$ cat src/rtl/nes_joypad_target.sv
// nes_joypad_target: I2C target that emulates an NES Classic controller.
// A register-pointer write selects a report byte; reads return the 6-byte
// report built from a joypad snapshot taken when the read is addressed.
// SDA is open-drain (0 = pull low, 1 = release); SCL is never driven.
// Optional build macro NES_TARGET_FILTER_EN adds a FILTER_LEN-cycle
// stability filter on both bus lines after the synchronizer.
module nes_joypad_target #(
   parameter logic [6:0]  SLAVE_ADDR = 7'h52,
   parameter int unsigned FILTER_LEN = 4
) (
   input  logic       clk,
   input  logic       rst_n,
   input  logic       scl_in,
   input  logic       sda_in,
   output logic       sda_out,
   input  logic [7:0] joypad,
   output logic       busy,
   output logic       rd_done,
   output logic [2:0] ptr
);

   typedef enum logic [2:0] {
      ST_IDLE,
      ST_ADDR,
      ST_ADDR_ACK,
      ST_WR_BYTE,
      ST_WR_ACK,
      ST_RD_BYTE,
      ST_RD_ACK,
      ST_IGNORE
   } state_t;

   // ------------------------------------------------------------------
   // Input conditioning. Index 1 carries SCL, index 0 carries SDA.
   // ------------------------------------------------------------------
   logic [1:0] lines_in;
   logic [1:0] meta_q;
   logic [1:0] sync_q;
   logic [1:0] line_q;

   assign lines_in = {scl_in, sda_in};

   // Two-flop synchronizer; an idle bus reads high on both lines.
   always_ff @(posedge clk) begin
      if (!rst_n) begin
         meta_q <= 2'b11;
         sync_q <= 2'b11;
      end else begin
         meta_q <= lines_in;
         sync_q <= meta_q;
      end
   end

`ifdef NES_TARGET_FILTER_EN
   localparam int CNT_W = (FILTER_LEN < 2) ? 1 : $clog2(FILTER_LEN);

   generate
      for (genvar gi = 0; gi < 2; gi++) begin : g_filt
         logic [CNT_W-1:0] cnt_q;
         logic             filt_q;

         // Accept a new level only after FILTER_LEN consecutive cycles at it.
         always_ff @(posedge clk) begin
            if (!rst_n) begin
               filt_q <= 1'b1;
               cnt_q  <= '0;
            end else if (sync_q[gi] == filt_q) begin
               cnt_q <= '0;
            end else if (cnt_q == CNT_W'(FILTER_LEN - 1)) begin
               filt_q <= sync_q[gi];
               cnt_q  <= '0;
            end else begin
               cnt_q <= cnt_q + 1'b1;
            end
         end

         assign line_q[gi] = filt_q;
      end
   endgenerate
`else
   assign line_q = sync_q;
`endif

   // ------------------------------------------------------------------
   // Edge and bus-condition detection.
   // ------------------------------------------------------------------
   logic scl_c;
   logic sda_c;
   logic scl_prev_q;
   logic sda_prev_q;
   logic scl_rise;
   logic scl_fall;
   logic start_det;
   logic stop_det;

   assign scl_c = line_q[1];
   assign sda_c = line_q[0];

   // Previous conditioned levels for edge detection.
   always_ff @(posedge clk) begin
      if (!rst_n) begin
         scl_prev_q <= 1'b1;
         sda_prev_q <= 1'b1;
      end else begin
         scl_prev_q <= scl_c;
         sda_prev_q <= sda_c;
      end
   end

   assign scl_rise  = scl_c & ~scl_prev_q;
   assign scl_fall  = ~scl_c & scl_prev_q;
   // SCL must be high both before and after the SDA transition.
   assign start_det = scl_c & scl_prev_q & sda_prev_q & ~sda_c;
   assign stop_det  = scl_c & scl_prev_q & ~sda_prev_q & sda_c;

   // ------------------------------------------------------------------
   // Report encoding, in the layout the joypad bridge decodes.
   // ------------------------------------------------------------------
   function automatic logic [7:0] report_byte(input logic [2:0] idx,
                                              input logic [7:0] j);
      logic [7:0] r;
      case (idx)
         3'd4:    r = {j[7], j[5], 1'b0, j[2], 1'b0, j[3], 2'b00};
         3'd5:    r = {1'b0, j[1], 1'b0, j[0], 2'b00, j[6], j[4]};
         3'd6,
         3'd7:    r = 8'hFF;
         default: r = 8'h00;
      endcase
      return r;
   endfunction

   // ------------------------------------------------------------------
   // Protocol state.
   // ------------------------------------------------------------------
   state_t     state_q;
   logic [6:0] shift_q;
   logic [2:0] bit_cnt_q;
   logic       rw_q;
   logic       ack_on_q;   // ACK phase: low is being driven for the 9th clock
   logic       load_q;     // read byte pending: next SCL fall drives bit 7
   logic [7:0] snap_q;
   logic       sda_out_q;
   logic       busy_q;
   logic       rd_done_q;
   logic [2:0] ptr_q;

   logic [7:0] shift_d;
   logic [2:0] bit_idx_d;
   logic [7:0] rd_byte;
   logic [7:0] entry_byte;

   assign shift_d    = {shift_q, sda_c};
   assign bit_idx_d  = bit_cnt_q - 3'd1;
   assign rd_byte    = report_byte(ptr_q, snap_q);
   // First byte of a read comes straight from the live vector being latched.
   assign entry_byte = report_byte(ptr_q, joypad);

   // Main FSM: START/STOP take priority over every state, then bit handling.
   always_ff @(posedge clk) begin
      if (!rst_n) begin
         state_q   <= ST_IDLE;
         shift_q   <= '0;
         bit_cnt_q <= '0;
         rw_q      <= 1'b0;
         ack_on_q  <= 1'b0;
         load_q    <= 1'b0;
         snap_q    <= '0;
         sda_out_q <= 1'b1;
         busy_q    <= 1'b0;
         rd_done_q <= 1'b0;
         ptr_q     <= '0;
      end else begin
         rd_done_q <= 1'b0;
         if (start_det) begin
            state_q   <= ST_ADDR;
            bit_cnt_q <= '0;
            sda_out_q <= 1'b1;
            ack_on_q  <= 1'b0;
            load_q    <= 1'b0;
         end else if (stop_det) begin
            state_q   <= ST_IDLE;
            sda_out_q <= 1'b1;
            busy_q    <= 1'b0;
            ack_on_q  <= 1'b0;
            load_q    <= 1'b0;
         end else begin
            case (state_q)
               ST_IDLE: begin
                  sda_out_q <= 1'b1;
               end

               ST_IGNORE: begin
                  sda_out_q <= 1'b1;
               end

               ST_ADDR: begin
                  if (scl_rise) begin
                     shift_q   <= shift_d[6:0];
                     bit_cnt_q <= bit_cnt_q + 3'd1;
                     if (bit_cnt_q == 3'd7) begin
                        rw_q <= shift_d[0];
                        if (shift_d[7:1] == SLAVE_ADDR) begin
                           state_q  <= ST_ADDR_ACK;
                           busy_q   <= 1'b1;
                           ack_on_q <= 1'b0;
                        end else begin
                           state_q <= ST_IGNORE;
                           busy_q  <= 1'b0;
                        end
                     end
                  end
               end

               ST_ADDR_ACK,
               ST_WR_ACK: begin
                  if (scl_fall) begin
                     if (!ack_on_q) begin
                        sda_out_q <= 1'b0;
                        ack_on_q  <= 1'b1;
                     end else begin
                        ack_on_q <= 1'b0;
                        if ((state_q == ST_ADDR_ACK) && rw_q) begin
                           state_q   <= ST_RD_BYTE;
                           snap_q    <= joypad;
                           sda_out_q <= entry_byte[7];
                           bit_cnt_q <= 3'd7;
                           load_q    <= 1'b0;
                        end else begin
                           state_q   <= ST_WR_BYTE;
                           sda_out_q <= 1'b1;
                           bit_cnt_q <= '0;
                        end
                     end
                  end
               end

               ST_WR_BYTE: begin
                  if (scl_rise) begin
                     shift_q   <= shift_d[6:0];
                     bit_cnt_q <= bit_cnt_q + 3'd1;
                     if (bit_cnt_q == 3'd7) begin
                        ptr_q    <= shift_d[2:0];
                        state_q  <= ST_WR_ACK;
                        ack_on_q <= 1'b0;
                     end
                  end
               end

               ST_RD_BYTE: begin
                  if (scl_fall) begin
                     if (load_q) begin
                        sda_out_q <= rd_byte[7];
                        bit_cnt_q <= 3'd7;
                        load_q    <= 1'b0;
                     end else if (bit_cnt_q == 3'd0) begin
                        sda_out_q <= 1'b1;
                        state_q   <= ST_RD_ACK;
                     end else begin
                        bit_cnt_q <= bit_idx_d;
                        sda_out_q <= rd_byte[bit_idx_d];
                     end
                  end
               end

               ST_RD_ACK: begin
                  if (scl_rise) begin
                     ptr_q <= ptr_q + 3'd1;
                     if (!sda_c) begin
                        state_q <= ST_RD_BYTE;
                        load_q  <= 1'b1;
                     end else begin
                        rd_done_q <= 1'b1;
                        state_q   <= ST_IGNORE;
                     end
                  end
               end

               default: begin
                  state_q   <= ST_IDLE;
                  sda_out_q <= 1'b1;
               end
            endcase
         end
      end
   end

   assign sda_out = sda_out_q;
   assign busy    = busy_q;
   assign rd_done = rd_done_q;
   assign ptr     = ptr_q;

endmodule

$ cat config.mk
export PLATFORM = sky130hd
export DESIGN_NAME = nes_joypad_target
export DESIGN_NICKNAME = d
export VERILOG_FILES = /design/src/rtl/nes_joypad_target.sv
export SDC_FILE = /design/constraint.sdc
export NUM_CORES = 1
export LEC_CHECK = 0
export BUFFER_PORTS_ARGS = -buffer_cell sky130_fd_sc_hd__buf_4
export CAP_MARGIN = 10
export CORE_MARGIN = 2
export CORE_UTILIZATION = 53
export CTS_CLUSTER_SIZE = 20
export DETAILED_ROUTE_END_ITERATION = 10
export GPL_ROUTABILITY_DRIVEN = 0
export HOLD_SLACK_MARGIN = 0.08
export PLACE_DENSITY = 0.72
export SLEW_MARGIN = 25
export SYNTH_ARGS = -nofsm -noshare
export SYNTH_HDL_FRONTEND = slang
export SYNTH_SLANG_ARGS = --single-unit
$ cat constraint.sdc
create_clock -name clk -period 1.87 [get_ports clk]
set_input_delay 0.4675 -clock clk [delete_from_list [all_inputs] [get_ports clk]]
set_output_delay 0.4675 -clock clk [all_outputs]
set_load 0.02 [all_outputs]
==> results of run 1 <==
flip-flops by register name, summed over array words and instances, names as in the netlist:
| name | cells |
|---|---|
| sda_out | 1 |
| scl_prev_q | 1 |
| meta_q | 2 |
| sda_prev_q | 1 |
| ack_on_q | 1 |
| state_q | 3 |
| busy | 1 |
| bit_cnt_q | 3 |
| shift_q | 7 |
| ptr | 3 |
| snap_q | 8 |
| load_q | 1 |
| rw_q | 1 |
| line_q | 2 |
| rd_done | 1 |
layout make-up:
type | instances | area, um^2
Timing Repair Buffer | 42 | 315
Sequential cell | 36 | 722
Clock inverter | 3 | 42.5
Inverter | 14 | 52.6
Fill cell | 331 | 1190
Clock buffer | 5 | 68.8
Tap cell | 48 | 60.1
Multi-Input combinational cell | 196 | 1290
power breakdown:
group / leakage [nW] / total [W] / internal, W / switching [W]
registers: 0.291 / 0.000792 / 0.000777 / 0.0000147
clock network: 0.0541 / 0.000687 / 0.000394 / 0.000293
logic: 0.655 / 0.000153 / 0.0000764 / 0.0000764
worst max-delay path: stages, from the launching register on:
cell      delay (ps)
dfxtp_1          410
nand2b_2         270
a221o_1          390
a22oi_4          270
mux2i_1          260
o22ai_2           80
metal layers:
layer  global-route usage  up-vias
li1                     -      998
met2                0.422       77
met4               0.0765        0
met5                    0        -
met3               0.0517        7
met1                0.358      937
cell usage in the layout (no fill, tap or decap), types with 6 or more instances in the layout:
master / instances
buf_4: 42
dfxtp_1: 35
nand2_1: 23
nor2_1: 22
a21oi_1: 21
o21ai_0: 20
inv_1: 13
mux2i_1: 12
nand2b_1: 10
nor2b_1: 7
nand3_1: 6
ha_1: 6
timing repair:
action / in CTS / in global routing
endpoints found under the setup margin: 0 / 3
buffers inserted: 0 / 0
gates resized for setup: 0 / 5
cell usage after synthesis, types with 2 or more instances:
master / instances
dfxtp_1: 36
nand2_1: 23
nor2_1: 22
a21oi_1: 21
o21ai_0: 20
inv_1: 13
mux2i_1: 12
nand2b_1: 11
ha_1: 7
nor2b_1: 7
nand3_1: 6
buf_2: 5
clkbuf_1: 5
a22oi_1: 4
nand3b_1: 4
nor3_1: 4
o21ai_1: 3
o31ai_1: 3
a211oi_1: 2
a311oi_1: 2
a32oi_1: 2
buf_6: 2
nand4_1: 2
nand4bb_1: 2
nor2b_2: 2
nor3b_1: 2
o2111ai_1: 2
o211a_1: 2
o211ai_1: 2
o21a_1: 2
o22ai_1: 2
xnor2_1: 2
path summary, 6_finish.rpt:
path                     end        from  slack, ps
setup / recovery  state_q[0]  scl_prev_q         80
hold / removal     meta_q[1]      scl_in        350
setup reg to reg  state_q[0]  scl_prev_q         80
hold reg to reg    line_q[1]   meta_q[1]        410
metrics by stage:
stage	setup slack (ps)	instance area (um^2)	TNS [ps]
after floorplan	138	2110	0
after global placement	106	2420	0
after detailed placement	62.7	2420	0
after CTS	42.0	2530	0
after global routing	-3.58	2550	-3.58
final	82.5	2550	0
cells by family after synthesis:
kind of cell / count (synthesis) / share of synthesized area
AOI/OAI and AO/OA: 77 / 0.241
xor gates and xnor gates: 3 / 0.0124
adders and majority gates: 8 / 0.0462
buffers and inverters: 27 / 0.0580
DFF: 36 / 0.341
muxes: 12 / 0.0568
and+or+nand+nor: 96 / 0.245
==> key figures, run 1 <==
Outcome
  – Status: finished, final reports clean

Global routing
  – Vias in the first global route: 1845
  – Initial antenna violation count: 0
  – Largest net degree at the start of global routing: 21
  – Global-route wire length before repair: 8.85 mm
  – GRT Residual Overflow: 0
  – Gr usage total: 0.263

Floorplan
  – Die X: 67.2 um
  – Core footprint: 3740 um^2
  – Site row count: 22
  – Initial Util: 0.565
  – Die height: 67.2 um
  – I/O pin cnt: 18
  – Die ar.: 4510 um^2

Critical path
  – Worst Path Max Fanout: 10
  – Worst Path Arrival: 1970 ps
  – Worst Setup Path Type: reg2reg
  – Critical Path RT: 2050 ps
  – CP Launch Type: flip-flop
  – Crit path capture type: flip-flop
  – Reg2Reg Depth: 5

Routing
  – Post-DRT Antenna Nets: 0
  – Avg WL per Cell: 15.0 um
  – Via density: 5.87
  – Metal2 WL: 2.39 mm
  – Routed via count: 2019
  – Met3 wire len: 311 um
  – Drt total wl: 5.18 mm
  – TritonRoute pass-1 iters: 5
  – DRC: 0
  – Drt first-iter violations: 222
  – Met1 WL: 2.41 mm
  – Top Metal Used: met4

Clocking
  – Worst-skew pair later-pin latency: 300 ps
  – Clock tree buffer depth: 2
  – CTS Root Cell: clkbuf_8
  – CTS tree: built
  – Worst-path clk slew: 70 ps
  – TritonCTS Buffers: 5
  – H-tree levels: 2
  – Clk sink count: 36
  – CTS Hold Bufs: 0

STA
  – Fin crit period: 1790 ps
  – Final Skew: 5.58 ps
  – Worst hold slack: 348 ps
  – Period utilization: 0.956
  – FMAX: 559 MHz
  – Final setup fails: 0
  – Worst-margin pin slew: 478 ps
  – Normalized max-slew margin: 0.678
  – Hold Fails Final Rpt: 0
  – Fin. max-slew vios: 0

Layout
  – Diode count: 0
  – Layout cells sized above 1: 0.209
  – Utilization after layout: 0.682
  – Finished Layout Cells: 344
  – Fin nets: 314
  – Area delta synth->final: 20.7%

Power and ir drop
  – Power Density: 639 nW/um^2
  – P_leak: 1.00 nW
  – VDD IR max: 0.615 mV
  – Overall power: 0.00163 W

Synthesis
  – FF+latch count, synth: 36
  – Post-Syn Instances: 259
  – Cell Area, Synth: 2110 um^2
  – Syn Nets: 278
  – Post-synthesis area per instance: 8.16 um^2
  – EDFF count, synth: 0
  – Synth top area share: 0.341
  – Synth warn: 0
  – Leading area contributor after synthesis: dfxtp_1
  – Largest cells by area after synthesis: dfxtp_1 34%, mux2i_1 5.7%, a21oi_1 5.0%
  – Synth async-reset ratio: 0
  – Synth Flop Type: dfxtp_1
  – Sequential-to-total area share from yosys stat: 0.341
  – Count of different cell masters after synthesis: 57

Min path
  – Worst Hold Path Cells: 2
  – Min-Delay Path Class: in2reg

Flow run
  – Maxcap violations: 0

Place
  – Port Buffer Count: 17
  – Post-DP HPWL: 3.69 mm
  – Placed cell count: 336
No activity file was read; power rests on OpenSTA's default activity.
==> run 2, diff against run 1 <==
Settings changed: ABC_AREA set to 1.
==> run 2 against run 1 <==
Power up 82%. Die area down 4.4%. Clock skew down 2.7 ps. Maximum frequency up 9.6%. Worst setup slack better by 160 ps. Synthesized area down 4.7%. Synthesized cell count up 18%. Sequential power up 28%. Final area down 10%. Core utilization down 5.8 points. Largest power group is now combinational logic.
==> key figures, run 2 <==
Power and ir drop
  – Clock power share: 0.192 (was 0.421)
  – Switching Power: 0.00130 W (was 0.000384 W)
  – Comb power frac: 0.469 (was 0.094)
  – Internal cell power: 0.00167 W (was 0.00125 W)
  – Sw Ratio: 0.437 (was 0.235)
  – Power Density: 1300 nW/um^2 (was 639 nW/um^2)
  – Flop pwr share: 0.339 (was 0.485)
  – VDD IR max: 0.687 mV (was 0.615 mV)
  – P_leak: 1.07 nW (was 1.00 nW)

Synthesis
  – Post-Syn Instances: 306 (was 259)
  – Leading area contributor after synthesis: dfxtp_1 (unchanged)
  – Leading cell type by number of instances after synthesis: nand2_1 (was dfxtp_1)
  – Synth async-reset ratio: 0 (unchanged)
  – Synth top area share: 0.358 (was 0.341)
  – Cell Area, Synth: 2020 um^2 (was 2110 um^2)
  – EDFF count, synth: 0 (unchanged)
  – Synth Flop Type: dfxtp_1 (unchanged)
  – Synth warn: 0 (unchanged)
  – Largest cells by area after synthesis: dfxtp_1 36%, nand2_1 12%, nor2_1 10% (was dfxtp_1 34%, mux2i_1 5.7%, a21oi_1 5.0%)
  – Post-synthesis area per instance: 6.59 um^2 (was 8.16 um^2)
  – Count of different cell masters after synthesis: 29 (was 57)
  – Synth cell count leaders: 62 x nand2_1, 55 x nor2_1, 36 x dfxtp_1, 32 x inv_1, 30 x o21ai_0 (was 36 x dfxtp_1, 23 x nand2_1, 22 x nor2_1, 21 x a21oi_1, 20 x o21ai_0)
  – Sequential-to-total area share from yosys stat: 0.358 (was 0.341)
  – Syn Nets: 325 (was 278)
  – FF+latch count, synth: 36 (unchanged)

STA
  – Worst-margin pin slew: 378 ps (was 478 ps)
  – Worst hold slack: 363 ps (was 348 ps)
  – Final setup fails: 0 (unchanged)
  – Fin crit period: 1630 ps (was 1790 ps)
  – Final Skew: 2.85 ps (was 5.58 ps)
  – Hold Fails Final Rpt: 0 (unchanged)
  – FMAX: 613 MHz (was 559 MHz)
  – Fin. max-slew vios: 0 (unchanged)
  – Normalized max-slew margin: 0.747 (was 0.678)
  – Final setup TNS: 0 ps (unchanged)
  – Period utilization: 0.872 (was 0.956)
  – Unrepaired setup endpoints after global routing: false

Critical path
  – Crit path capture type: flip-flop (unchanged)
  – Worst Setup Path Type: reg2reg (unchanged)
  – CP Launch Type: flip-flop (unchanged)
  – Worst Path Arrival: 1810 ps (was 1970 ps)
  – Slowest cell on the critical path: dfxtp_2 (was dfxtp_1)
  – Max stage delay on crit path: 380 ps (was 410 ps)
  – Top cell by count, worst path: nand2_1
  – R2r startpoint: bit_cnt_q[0] (was scl_prev_q)
  – CP cell instances: inv_1, ha_1, inv_1, nor2_1, nand2_1, nand2_1, a21oi_1, nand2_1, nand2_1, nand2_1, nand2_1, nand2_1 (was nand2b_2, a221o_1, a22oi_4, mux2i_1, o22ai_2)
  – Reg-to-reg endpoint: sda_out (was state_q[0])
  – Worst Path Max Fanout: 7 (was 10)
  – Critical Path RT: 2050 ps (about the same)
  – CP top delay family: simple AND/OR/NAND/NOR gates (was compound AO/OA/AOI/OAI gates)
  – Worst reg-to-reg setup slack: 240 ps (was 80 ps)
  – CP Buf/Inv Count: 2 (was 0)
  – Reg2Reg Depth: 12 (was 5)

Floorplan
  – Die ar.: 4310 um^2 (was 4510 um^2)
  – Initial Util: 0.551 (was 0.565)
  – Site row count: 22 (unchanged)
  – Core footprint: 3660 um^2 (was 3740 um^2)
  – Die height: 65.7 um (was 67.2 um)
  – I/O pin cnt: 18 (unchanged)
  – Die X: 65.7 um (was 67.2 um)

Global routing
  – Initial antenna violation count: 0 (unchanged)
  – Vias in the first global route: 1728 (was 1845)
  – GRT Residual Overflow: 0 (unchanged)
  – Gr usage total: 0.222 (was 0.263)
  – Global-route wire length before repair: 7.34 mm (was 8.85 mm)
  – Largest net degree at the start of global routing: 23 (was 21)

Min path
  – Min-Delay Path Class: in2reg (unchanged)
  – HP Start: scl_in (unchanged)
  – Worst Hold Path Cells: 2 (unchanged)
  – Hold Path End: meta_q[1] (unchanged)

Routing
  – Via density: 4.94 (was 5.87)
  – Drt total wl: 4.08 mm (was 5.18 mm)
  – Post-DRT Antenna Nets: 0 (unchanged)
  – Routed via count: 1856 (was 2019)
  – TritonRoute pass-1 iters: 4 (was 5)
  – DRC: 0 (unchanged)
  – Avg WL per Cell: 10.9 um (was 15.0 um)
  – Drt first-iter violations: 126 (was 222)

Layout
  – Largest regs: snap_q x8, shift_q x7 (unchanged)
  – Utilization after layout: 0.624 (was 0.682)
  – Layout cells sized above 1: 0.174 (was 0.209)
  – Max FFs per register: 8 (unchanged)
  – Fin nets: 346 (was 314)
  – Commonest non-fill, non-tap cell in the layout: nand2_1 (was buf_4)
  – Most flops, register: snap_q (unchanged)
  – Finished Layout Cells: 376 (was 344)
  – Area delta synth->final: 13.3% (was 20.7%)
  – Diode count: 0 (unchanged)
  – FILL cells: 354 (was 331)
  – Most frequent cells in the layout: 62 x nand2_1, 55 x nor2_1, 35 x dfxtp_1 (was 42 x buf_4, 35 x dfxtp_1, 23 x nand2_1)

Clocking
  – CTS tree: built (unchanged)
  – Clk sink count: 36 (unchanged)
  – H-tree levels: 2 (unchanged)
  – Worst-skew pair later-pin latency: 280 ps (was 300 ps)
  – CTS Root Cell: clkbuf_8 (unchanged)
  – Clock tree buffer depth: 2 (unchanged)
  – TritonCTS Buffers: 5 (unchanged)
  – Worst-path clk slew: 70 ps (about the same)

Flow run
  – Maxcap violations: 0 (unchanged)

Place
  – Post-DP HPWL: 3.19 mm (was 3.69 mm)
  – Placed cell count: 368 (was 336)
  – Port Buffer Count: 17 (unchanged)

Outcome
  – Status: finished, final reports clean (unchanged)
## run 2: changes by cell type after synthesis, moves of 7 or more
cell | previous run | this run
nand2_1 | 23 | 62
nand2_2 | 0 | 8
nand2b_1 | 11 | 0
nor2b_1 | 7 | 0
mux2i_1 | 12 | 0
nor2_1 | 22 | 55
inv_1 | 13 | 32
o21ai_0 | 20 | 30
nand3_1 | 6 | 19
## run 2: routing by layer
layer,wire length [um],global-route usage
met5,0,0
met4,57,0.0781
met3,204,0.0599
met2,1930,0.370
met1,1890,0.274
## run 2: logic make-up (layout without fill, tap and decap cells)
family	after synthesis	after routing	share of synthesized area
adders and majority gates	7	7	0.0434
buffers and inverters	43	65	0.0850
xor gates and xnor gates	2	2	0.00869
and+or+nand+nor	165	165	0.367
AOI/OAI and AO/OA	53	53	0.138
DFF	36	36	0.358
## run 2: how the worst max path moves through the flow
stage | slack, ps | end | startpoint | depth (start not counted)
after detailed placement | 160 | sda_out | bit_cnt_q[0] | 13
after floorplan | 330 | sda_out | bit_cnt_q[0] | 12
after global placement | 190 | sda_out | bit_cnt_q[0] | 12
after global routing | 20 | sda_out | bit_cnt_q[0] | 13
after CTS | 150 | sda_out | bit_cnt_q[0] | 13
final | 240 | sda_out | bit_cnt_q[0] | 12
## run 2: final cells by class
class,instances,area (um^2),area share
multi-input combinational,227,1120,0.492
sequential,36,722,0.316
timing repair buffer,19,143,0.0624
inverter,38,143,0.0624
clock buffer,7,86.3,0.0378
tap,48,60.1,0.0263
clock inverter,1,7.51,0.00329
## run 2: power groups by stage
stage / clock, W / sequential, W / combinational [W]
5_1_grt: 0.000609 / 0.00103 / 0.00164
2_1_floorplan: 0 / 0.000995 / 0.00114
3_3_place_gp: 0 / 0.00102 / 0.00139
3_5_place_dp: 0 / 0.00102 / 0.00139
4_1_cts: 0.000592 / 0.00101 / 0.00139
6_report: 0.000570 / 0.00101 / 0.00139
## run 2: per-stage QoR
stage | total power (W) | area, um^2 | setup slack [ps]
floorplan | 0.00214 | 2020 | 330
global placement | 0.00241 | 2190 | 188
detailed placement | 0.00241 | 2190 | 156
CTS | 0.00299 | 2280 | 145
global route | 0.00327 | 2280 | 22.9
finish | 0.00297 | 2280 | 239
## run 2: what timing repair did
action	4_1_cts	5_1_grt
setup endpoints to repair	0	1
buffers inserted	0	0
resized for setup	0	1
hold buffers	0	0
endpoints found under the hold margin	0	0
==> run 3, diff against run 2 <==
Settings changed: CORE_UTILIZATION 53 to 59, PLACE_DENSITY 0.72 to 0.76.
Clock period 1.87 ns to 1.6 ns, I/O delays scaled along.
==> run 3 against run 2 <==
Clock power fell by 23%. First-iteration DRC count fell by 4.8%. Final cell count rose by 1.1%. Non-clock buffer count rose by 7. Wire length rose by 4.6%. Critical path depth fell by 4. Critical endpoint is now ptr[0]. Largest power group unchanged.
==> key figures, run 3 (synthesized netlist as in run 2, its figures left out) <==
Power and ir drop
  – P_leak: 1.09 nW (was 1.07 nW)
  – Power Density: 1460 nW/um^2 (was 1300 nW/um^2)
  – VDD IR max: 0.888 mV (was 0.687 mV)
  – Overall power: 0.00339 W (was 0.00297 W)

Critical path
  – Worst Setup Path Type: reg2reg (unchanged)
  – Crit path capture type: flip-flop (unchanged)
  – Max stage delay on crit path: 380 ps (about the same)
  – Critical Path RT: 1860 ps (was 2050 ps)
  – Critical path origin: bit_cnt_q[0] (unchanged)
  – Worst reg-to-reg setup slack: 100 ps (was 240 ps)
  – CP Launch Type: flip-flop (unchanged)
  – Reg-to-reg endpoint: ptr[0] (was sda_out)
  – R2r startpoint: bit_cnt_q[0] (unchanged)
  – Crit path to: ptr[0] (was sda_out)
  – CP cell instances: ha_2, ha_4, nand2_2, nand2_2, nand2_2, nor3_4, o21ai_1, a21oi_1 (was inv_1, ha_1, inv_1, nor2_1, nand2_1, nand2_1, a21oi_1, nand2_1, nand2_1, nand2_1, nand2_1, nand2_1)
  – Top cell by count, worst path: nand2_2 (was nand2_1)
  – Worst Path Max Fanout: 6 (was 7)
  – Worst Path Arrival: 1760 ps (was 1810 ps)
  – Reg2Reg Depth: 8 (was 12)
  – Slowest cell on the critical path: dfxtp_4 (was dfxtp_2)

Layout
  – Most flops, register: snap_q (unchanged)
  – Largest regs: snap_q x8, shift_q x7 (unchanged)
  – Area delta synth->final: 15.6% (was 13.3%)
  – Diode count: 0 (unchanged)
  – Fin nets: 353 (was 346)
  – Design area: 2330 um^2 (was 2280 um^2)
  – Layout cells sized above 1: 0.219 (was 0.174)
  – Max FFs per register: 8 (unchanged)
  – Commonest non-fill, non-tap cell in the layout: nand2_1 (unchanged)
  – Most frequent cells in the layout: 61 x nand2_1, 55 x nor2_1, 31 x inv_1 (was 62 x nand2_1, 55 x nor2_1, 35 x dfxtp_1)

Clocking
  – Clock tree buffer depth: 2 (unchanged)
  – Worst-path clk slew: 100 ps (was 70 ps)
  – CTS Root Cell: clkbuf_4 (was clkbuf_8)
  – Setup Buffers After CTS: 0 (unchanged)
  – CTS tree: built (unchanged)
  – TritonCTS Buffers: 5 (unchanged)
  – Clk sink count: 36 (unchanged)
  – Worst-skew pair later-pin latency: 330 ps (was 280 ps)
  – H-tree levels: 2 (unchanged)

STA
  – Final Skew: 4.82 ps (was 2.85 ps)
  – Hold Fails Final Rpt: 0 (unchanged)
  – Final setup fails: 0 (unchanged)
  – Period utilization: 0.936 (was 0.872)
  – Unrepaired setup endpoints after global routing: true (was false)
  – Worst-margin pin slew: 386 ps (was 378 ps)
  – FMAX: 667 MHz (was 613 MHz)
  – Worst Slack Setup Final: 102 ps (was 239 ps)
  – Final setup TNS: 0 ps (unchanged)
  – Normalized max-slew margin: 0.741 (was 0.747)
  – Fin crit period: 1500 ps (was 1630 ps)
  – Fin. max-slew vios: 0 (unchanged)
  – Worst hold slack: 249 ps (was 363 ps)

Floorplan
  – Die ar.: 3900 um^2 (was 4310 um^2)
  – I/O pin cnt: 18 (unchanged)
  – Core footprint: 3310 um^2 (was 3660 um^2)
  – Site row count: 21 (was 22)
  – Initial Util: 0.609 (was 0.551)
  – Die height: 62.5 um (was 65.7 um)
  – Die X: 62.5 um (was 65.7 um)

Place
  – DP Worst Slack: -31.9 ps (was 156 ps)
  – Placed cell areas: 2240 um^2 (was 2190 um^2)
  – Port Buffer Count: 17 (unchanged)
  – Post-DP HPWL: 3.35 mm (was 3.19 mm)

Global routing
  – Initial antenna violation count: 0 (unchanged)
  – Global-route wire length before repair: 7.73 mm (was 7.34 mm)
  – Gr usage total: 0.248 (was 0.222)
  – GRT Residual Overflow: 0 (unchanged)
  – Largest net degree at the start of global routing: 23 (unchanged)
  – Vias in the first global route: 1851 (was 1728)

Outcome
  – Status: finished, final reports clean (unchanged)

Routing
  – TritonRoute pass-1 iters: 4 (unchanged)
  – Met1 WL: 2.07 mm (was 1.89 mm)
  – Drt first-iter violations: 120 (was 126)
  – Via density: 5.11 (was 4.94)
  – Avg WL per Cell: 11.2 um (was 10.9 um)
  – Top Metal Used: met4 (unchanged)
  – Post-DRT Antenna Nets: 0 (unchanged)
  – Met3 wire len: 196 um (was 204 um)
  – DRC: 0 (unchanged)
  – Drt total wl: 4.27 mm (was 4.08 mm)
  – Routed via count: 1942 (was 1856)
  – Metal2 WL: 1.87 mm (was 1.93 mm)

Min path
  – Min-Delay Path Class: in2reg (unchanged)

Flow run
  – Maxcap violations: 0 (unchanged)
## run 3: power by group
group	internal (W)	total, W	leakage [nW]	switching (W)
Sequential	0.00103	0.00120	0.296	0.000166
Clock	0.000162	0.000441	0.0281	0.000279
Combinational	0.000652	0.00175	0.767	0.00110
Total	0.00185	0.00339	1.09	0.00155
## run 3: area by class of cell
| type | count | area [um^2] |
|---|---|---|
| Clock buffer | 6 | 41.3 |
| Clock inverter | 1 | 5.00 |
| Fill cell | 316 | 980 |
| Inverter | 38 | 143 |
| Multi-Input combinational cell | 227 | 1160 |
| Sequential cell | 36 | 731 |
| Tap cell | 46 | 57.6 |
| Timing Repair Buffer | 26 | 195 |
## run 3: critical path: cells and delay by family, from the launching register on
family	cells	cell delay, ps
AO/OA/AOI/OAI	2	230
adder cells (fa/ha/maj)	2	330
flip-flops	1	380
AND/OR/NAND/NOR	4	480
## run 3: per-layer routing
layer	vias up	track usage
met3	12	0.0559
li1	1029	-
met1	852	0.309
met2	49	0.401
met4	0	0.128
met5	-	0
## run 3: timing repair
action / 4_1_cts / 5_1_grt
resized for setup: 1 / 16
hold buffers: 0 / 0
endpoints found under the hold margin: 0 / 0
pin swaps: 0 / 3
endpoints found under the setup margin: 1 / 16
## run 3: through the flow
step,utilization,cells
after floorplan,-,306
after CTS,0.694,380
final,0.704,380
after detailed placement,0.676,373
after global placement,0.676,373
after global routing,0.704,380
## run 3: worst min path at each step
stage | slack [ps] | endpoint | start | cells after the start
after floorplan | 390 | line_q[0] | meta_q[0] | 1
after global placement | 390 | line_q[1] | meta_q[1] | 1
after detailed placement | 410 | line_q[0] | meta_q[0] | 1
after CTS | 240 | meta_q[0] | sda_in | 2
after global routing | 240 | meta_q[0] | sda_in | 2
final | 250 | meta_q[0] | sda_in | 2
